File: src/rtl/fetch_pkg.sv
// Shared types and constants for the instruction fetch stage.
package fetch_pkg;

    localparam logic [31:0] RESET_PC = 32'hBFC0_0000;

    typedef enum logic [2:0] {
        S_IDLE,
        S_REQ,
        S_WAIT,
        S_HOLD,
        S_DROP
    } fetch_state_t;

    typedef struct packed {
        logic [31:0] raw_instr;
        logic [31:0] pcplus4;
        logic        exception_instr;
        logic        valid;
    } fetch_data_t;

    function automatic logic [31:0] pc_plus4(input logic [31:0] pc);
        return pc + 32'd4;
    endfunction

endpackage

File: src/rtl/fetch_unit_pcselect_mux.sv
// Next-PC selection: redirect > jr > jump > taken branch > sequential.
module pcselect_mux
    import fetch_pkg::*;
(
    input  logic [31:0] pc,
    input  logic        redirect_valid,
    input  logic [31:0] redirect_pc,
    input  logic        is_jr,
    input  logic [31:0] pcjr,
    input  logic        is_jump,
    input  logic [31:0] pcjump,
    input  logic        branch_taken,
    input  logic [31:0] pcbranch,
    output logic [31:0] next_pc
);

    // Fixed-priority select of the next fetch address.
    always_comb begin
        next_pc = pc_plus4(pc);
        if (redirect_valid) begin
            next_pc = redirect_pc;
        end else if (is_jr) begin
            next_pc = pcjr;
        end else if (is_jump) begin
            next_pc = pcjump;
        end else if (branch_taken) begin
            next_pc = pcbranch;
        end
    end

endmodule

File: src/rtl/fetch_unit.sv
// Instruction fetch stage: one outstanding request at a time, fetched word
// held in dataF for decode.
//
// state  | meaning
// IDLE   | PC settled; misaligned PC loads an exception, else start a request
// REQ    | ireq_valid high with ireq_addr = PC until the memory accepts it
// WAIT   | request accepted, waiting for the returned word
// HOLD   | dataF loaded, decode stalled; PC and dataF frozen
// DROP   | fetch killed after acceptance; swallow the next returned word
module fetch_unit #(
    parameter logic [31:0] RESET_PC = fetch_pkg::RESET_PC
) (
    input  logic        clk,
    input  logic        resetn,
    output logic        ireq_valid,
    output logic [31:0] ireq_addr,
    input  logic        ireq_addr_ok,
    input  logic        iresp_data_ok,
    input  logic [31:0] iresp_data,
    input  logic        stallF,
    input  logic        flushF,
    input  logic        redirect_valid,
    input  logic [31:0] redirect_pc,
    input  logic        is_jump,
    input  logic        is_jr,
    input  logic        branch_taken,
    input  logic [31:0] pcjump,
    input  logic [31:0] pcjr,
    input  logic [31:0] pcbranch,
    output logic        dataF_valid,
    output logic [31:0] dataF_raw_instr,
    output logic [31:0] dataF_pcplus4,
    output logic        dataF_exception_instr,
    output logic        fetch_busy
);

    import fetch_pkg::*;

    fetch_state_t state_q;
    fetch_state_t state_d;
    logic [31:0]  pc_q;
    logic [31:0]  pc_next;
    fetch_data_t  data_q;
    logic         kill;
    logic         pc_load;
    logic         cap_mem;
    logic         cap_exc;
    logic         pc_misaligned;

    // A flush is raised when decode resolves control flow, so the PC is
    // reloaded from the mux on a flush as well as on a redirect.
    assign kill          = redirect_valid | flushF;
    assign pc_misaligned = |pc_q[1:0];

    pcselect_mux u_pcselect (
        .pc             (pc_q),
        .redirect_valid (redirect_valid),
        .redirect_pc    (redirect_pc),
        .is_jr          (is_jr),
        .pcjr           (pcjr),
        .is_jump        (is_jump),
        .pcjump         (pcjump),
        .branch_taken   (branch_taken),
        .pcbranch       (pcbranch),
        .next_pc        (pc_next)
    );

    // Next-state, PC-load and dataF-capture decisions.
    always_comb begin
        state_d = state_q;
        pc_load = 1'b0;
        cap_mem = 1'b0;
        cap_exc = 1'b0;
        case (state_q)
            S_IDLE: begin
                if (kill) begin
                    pc_load = 1'b1;
                end else if (pc_misaligned) begin
                    cap_exc = 1'b1;
                    if (stallF) begin
                        state_d = S_HOLD;
                    end else begin
                        pc_load = 1'b1;
                    end
                end else begin
                    state_d = S_REQ;
                end
            end
            S_REQ: begin
                if (ireq_addr_ok) begin
                    if (kill) begin
                        pc_load = 1'b1;
                        state_d = iresp_data_ok ? S_IDLE : S_DROP;
                    end else if (iresp_data_ok) begin
                        cap_mem = 1'b1;
                        if (stallF) begin
                            state_d = S_HOLD;
                        end else begin
                            pc_load = 1'b1;
                            state_d = S_IDLE;
                        end
                    end else begin
                        state_d = S_WAIT;
                    end
                end else if (kill) begin
                    pc_load = 1'b1;
                    state_d = S_IDLE;
                end
            end
            S_WAIT: begin
                if (kill) begin
                    pc_load = 1'b1;
                    state_d = iresp_data_ok ? S_IDLE : S_DROP;
                end else if (iresp_data_ok) begin
                    cap_mem = 1'b1;
                    if (stallF) begin
                        state_d = S_HOLD;
                    end else begin
                        pc_load = 1'b1;
                        state_d = S_IDLE;
                    end
                end
            end
            S_HOLD: begin
                if (kill || !stallF) begin
                    pc_load = 1'b1;
                    state_d = S_IDLE;
                end
            end
            S_DROP: begin
                pc_load = kill;
                if (iresp_data_ok) begin
                    state_d = S_IDLE;
                end
            end
            default: begin
                state_d = S_IDLE;
            end
        endcase
    end

    // FSM state register.
    always_ff @(posedge clk or negedge resetn) begin
        if (!resetn) begin
            state_q <= S_IDLE;
        end else begin
            state_q <= state_d;
        end
    end

    // Program counter.
    always_ff @(posedge clk or negedge resetn) begin
        if (!resetn) begin
            pc_q <= RESET_PC;
        end else if (pc_load) begin
            pc_q <= pc_next;
        end
    end

    // dataF register: loaded from memory or with an address exception,
    // invalidated on flush/redirect, otherwise held.
    always_ff @(posedge clk or negedge resetn) begin
        if (!resetn) begin
            data_q <= '0;
        end else if (cap_mem) begin
            data_q.raw_instr       <= iresp_data;
            data_q.pcplus4         <= pc_plus4(pc_q);
            data_q.exception_instr <= 1'b0;
            data_q.valid           <= 1'b1;
        end else if (cap_exc) begin
            data_q.raw_instr       <= 32'd0;
            data_q.pcplus4         <= pc_plus4(pc_q);
            data_q.exception_instr <= 1'b1;
            data_q.valid           <= 1'b1;
        end else if (kill) begin
            data_q.valid <= 1'b0;
        end
    end

    assign ireq_valid            = (state_q == S_REQ);
    assign ireq_addr             = pc_q;
    assign fetch_busy            = (state_q == S_REQ) || (state_q == S_WAIT) || (state_q == S_DROP);
    assign dataF_valid           = data_q.valid;
    assign dataF_raw_instr       = data_q.raw_instr;
    assign dataF_pcplus4         = data_q.pcplus4;
    assign dataF_exception_instr = data_q.exception_instr;

endmodule

File: config.mk
export PLATFORM = sky130hd
export DESIGN_NAME = fetch_unit
export DESIGN_NICKNAME = d
export VERILOG_FILES = /design/src/rtl/fetch_pkg.sv /design/src/rtl/fetch_unit_pcselect_mux.sv /design/src/rtl/fetch_unit.sv
export SDC_FILE = /design/constraint.sdc
export NUM_CORES = 1
export LEC_CHECK = 0
export CORE_ASPECT_RATIO = 1.5
export CORE_MARGIN = 4
export CORE_UTILIZATION = 39
export CTS_CLUSTER_SIZE = 20
export DETAILED_ROUTE_END_ITERATION = 6
export PLACE_DENSITY = 0.89
export SLEW_MARGIN = 5
export SYNTH_ARGS = -nofsm -noshare
export SYNTH_HDL_FRONTEND = slang
export SYNTH_SLANG_ARGS = --single-unit
export TNS_END_PERCENT = 50
File: constraint.sdc
create_clock -name clk -period 2.35 [get_ports clk]
set_clock_uncertainty 0.05 [all_clocks]
set_input_delay 0.3525 -clock clk [delete_from_list [all_inputs] [get_ports clk]]
set_output_delay 0.3525 -clock clk [all_outputs]
set_load 0.02 [all_outputs]
==> impl_results.md <==
- I/O pin cnt: 270
- Initial antenna violation count: 1
- Clk sink count: 101
- Die Wd: 110 um
- Worst Path Arrival: 1.84 ns
- Sequential fraction of the synthesis area: 41.5%
- Worst setup margin: 0.109 ns
- Starting Density: 40.1%
- CTS Root Cell: clkbuf_16
- Achievable Freq: roughly 0.45 GHz
- Max Cap Viol: 0
- Crit-path cells: nor2_1 -> and2_1 -> clkdlybuf4s50_1
- CP bufs+invs: 1
- Row Count: 55
- Outcome: complete, no violations
- Layout Nets: 1192
- R2R setup slack: 0.12 ns
- Final Hold Slack: 0.461 ns
- CP Launch Type: register
- Post-Syn Area: 6120 um^2
- Final Setup Violations: 0
- Clk buf depth: 2
- Synth Register Bits: around 100
- First DRT Iteration DRCs: 559
- Post-synth top area share: approximately 38%
- RSZ-0062 raised after global routing: no
- Slew Limit Headroom: approximately 65%
- Layout area overhead: 57.6%
- Synth Instances: 741
- GPL Wtd Cong: 0.941
- Slowest stage delay, CP: between 0.6 and 0.7 ns
- Final Hold Vio Count: 0
- Fin crit share: 95.4%
- Leakage: 0.00383 uW
- Hold Crit Class: in -> async
- Crit. End Element: primary output
- Post-synth ARST share: 100%
- Net Count, Synth: 912
- Gr usage total: a little over a quarter
- Vias/cell: between 5 and 6
- Slew Viols, Final: 0
- Commonest cells in the netlist: 112 x nand2_1, 92 x dfrtp_1, 69 x nor2_1
- First-pass GRT wire length: 36400 um
- Worst VDD drop: 0.511 mV
- Detailed Routing Iterations Pass 1: 6
- Post-detailed-placement cell area: 9350 um^2
- Overflow after GRT: 0
- CTS clk-pin slew, worst paths: 0.07 ns
- Post-synth top area cell: dfrtp_1
- Port Buffers: 269
- Vias in the first global route: 6928
- Routed vias: 6929
- Worst-skew pair later-pin latency: 0.35 ns
- Worst slack at placement: -0.0175 ns
- Crit path max-delay cell type: clkdlybuf4s50_1
- Required time worst endpoint: around 2 ns
- Share of layout cells above drive strength 1: 11.4%
- Die area: 17800 um^2
- WL per Instance: 19.3 um
- Die Y: 161 um
- Main synth FF type: dfrtp_1
- # DRC: 0
- Dpl hpwl: 18600 um
- Cell family with most CP delay: buffers and inverters
- Distinct cells, synth: 67
- H-tree depth: 3
- Finished Cell Area: 9650 um^2
- Final Critical Period: 2.24 ns
- Cell with the most instances after synthesis: nand2_1
- Average size of a mapped cell: 8.27 um^2
- Number of synthesized flops with an enable pin: 0
- CORE AREA: ~15000 um^2
- Worst Max-Slew Pin Slew: 0.532 ns
- Largest net degree at the start of global routing: 66
- Fin util: between 60% and 70%
- Cts bufs inserted: 9
- Final WL: 23700 um
- Crit Path Max Fanout: 9
- Critical path class: reg -> out
- Power per cell area: 1120 nW/um^2
- Synth warn: 0
- CTS tree: done
- Final ANT Viol Nets: 0
- Area contributors post-synth: dfrtp_1 38%, nand2_1 6.9%, a21oi_1 5.2%
## timing repair
action / CTS / global route
hold buffers: 1 / 0
resized for setup: 1 / 2
hold endpoints to repair: 29 / 0
setup buffers: 0 / 0
endpoints found under the setup margin: 1 / 4
## path summary, 6_finish.rpt
path                                                         to  cells past startpoint                          from
min in group clk                   dataF_pcplus4[1]$_DFFE_PN0P_                      1  dataF_pcplus4[1]$_DFFE_PN0P_
worst max register to register        ireq_addr[18]$_DFFE_PN0P_                      5     ireq_addr[14]$_DFFE_PN0P_
worst min register to register     dataF_pcplus4[1]$_DFFE_PN0P_                      1  dataF_pcplus4[1]$_DFFE_PN0P_
max in group asynchronous       dataF_raw_instr[19]$_DFFE_PN0P_                      3                        resetn
worst max-delay path                                 ireq_valid                      3        state_q[2]$_DFFE_PN0P_
worst min-delay path            dataF_raw_instr[10]$_DFFE_PN0P_                      2                        resetn
## registers in the layout (all words and copies together) (netlist names)
| signal | flops |
|---|---|
| dataF_pcplus4 | 32 |
| ireq_addr | 32 |
| dataF_raw_instr | 32 |
| dataF_exception_instr | 1 |
| state_q | 3 |
| dataF_valid | 1 |
## report_power, final
part           switching (uW)  internal, uW
Clock                     646           804
Sequential                742          2620
Combinational            3190          2830
Total                    4580          6250
## routing by layer
layer	track usage [%]	routed length (um)
met3	7.08	2190
met5	0	0
met1	28.7	8250
met4	10.3	857
met2	47.4	12400
## kinds of logic after synthesis
| group | synth area share [%] |
|---|---|
| DFF | 41.5 |
| and+or+nand+nor | 21.1 |
| AOI/OAI and AO/OA | 26.5 |
| xor gates and xnor gates | 3.43 |
| muxes | 2.31 |
| adders and majority gates | 0.204 |
| buffers and inverters | 5.01 |
## cell usage in the layout, fill, tap and decap left out, types with 4 or more instances in the layout
master	n
a21oi_1	64
nor2b_1	5
and4_1	6
dfrtp_2	4
a211oi_1	10
buf_4	58
o21a_1	5
clkdlybuf4s50_1	264
and3_1	7
o211ai_1	5
nor2_1	69
mux2i_1	4
o21ai_0	62
mux2_2	9
clkbuf_16	9
a221oi_1	8
a221o_1	5
o31ai_1	20
o32ai_1	6
nand2b_1	6
dfstp_2	9
nand2_1	111
a22oi_1	12
xor2_1	9
a31oi_1	10
buf_12	4
o22ai_1	5
xnor2_1	15
nor3_1	19
nand4_1	7
nand3_1	12
dfrtp_1	88
inv_1	15
nor4_1	5
## area by class of cell
type | count | area, um^2
Fill cell | 1290 | 5620
Multi-Input combinational cell | 561 | 3310
Timing Repair Buffer | 331 | 3190
Sequential cell | 101 | 2540
Clock buffer | 13 | 270
Tap cell | 199 | 249
Inverter | 17 | 63.8
Clock inverter | 3 | 20.0
Antenna cell | 1 | 2.50
## worst reg2reg max path, cell delays in order, from the launching register on
cell and delay (ns):
dfrtp_1 0.36, nand3_1 0.22, or4_4 0.59, or3_1 0.39
a311o_1 0.36, a31oi_1 0.17
## stage by stage
| step | total power [uW] | instances | setup TNS, ns |
|---|---|---|---|
| floorplan | 6290 | 741 | 0 |
| global placement | 9270 | 1208 | 0 |
| detailed placement | 9410 | 1208 | -0.0175 |
| CTS | 10900 | 1225 | 0 |
| global route | 11500 | 1226 | 0 |
| finish | 10800 | 1226 | 0 |
Power figures use the tool's default switching activity.
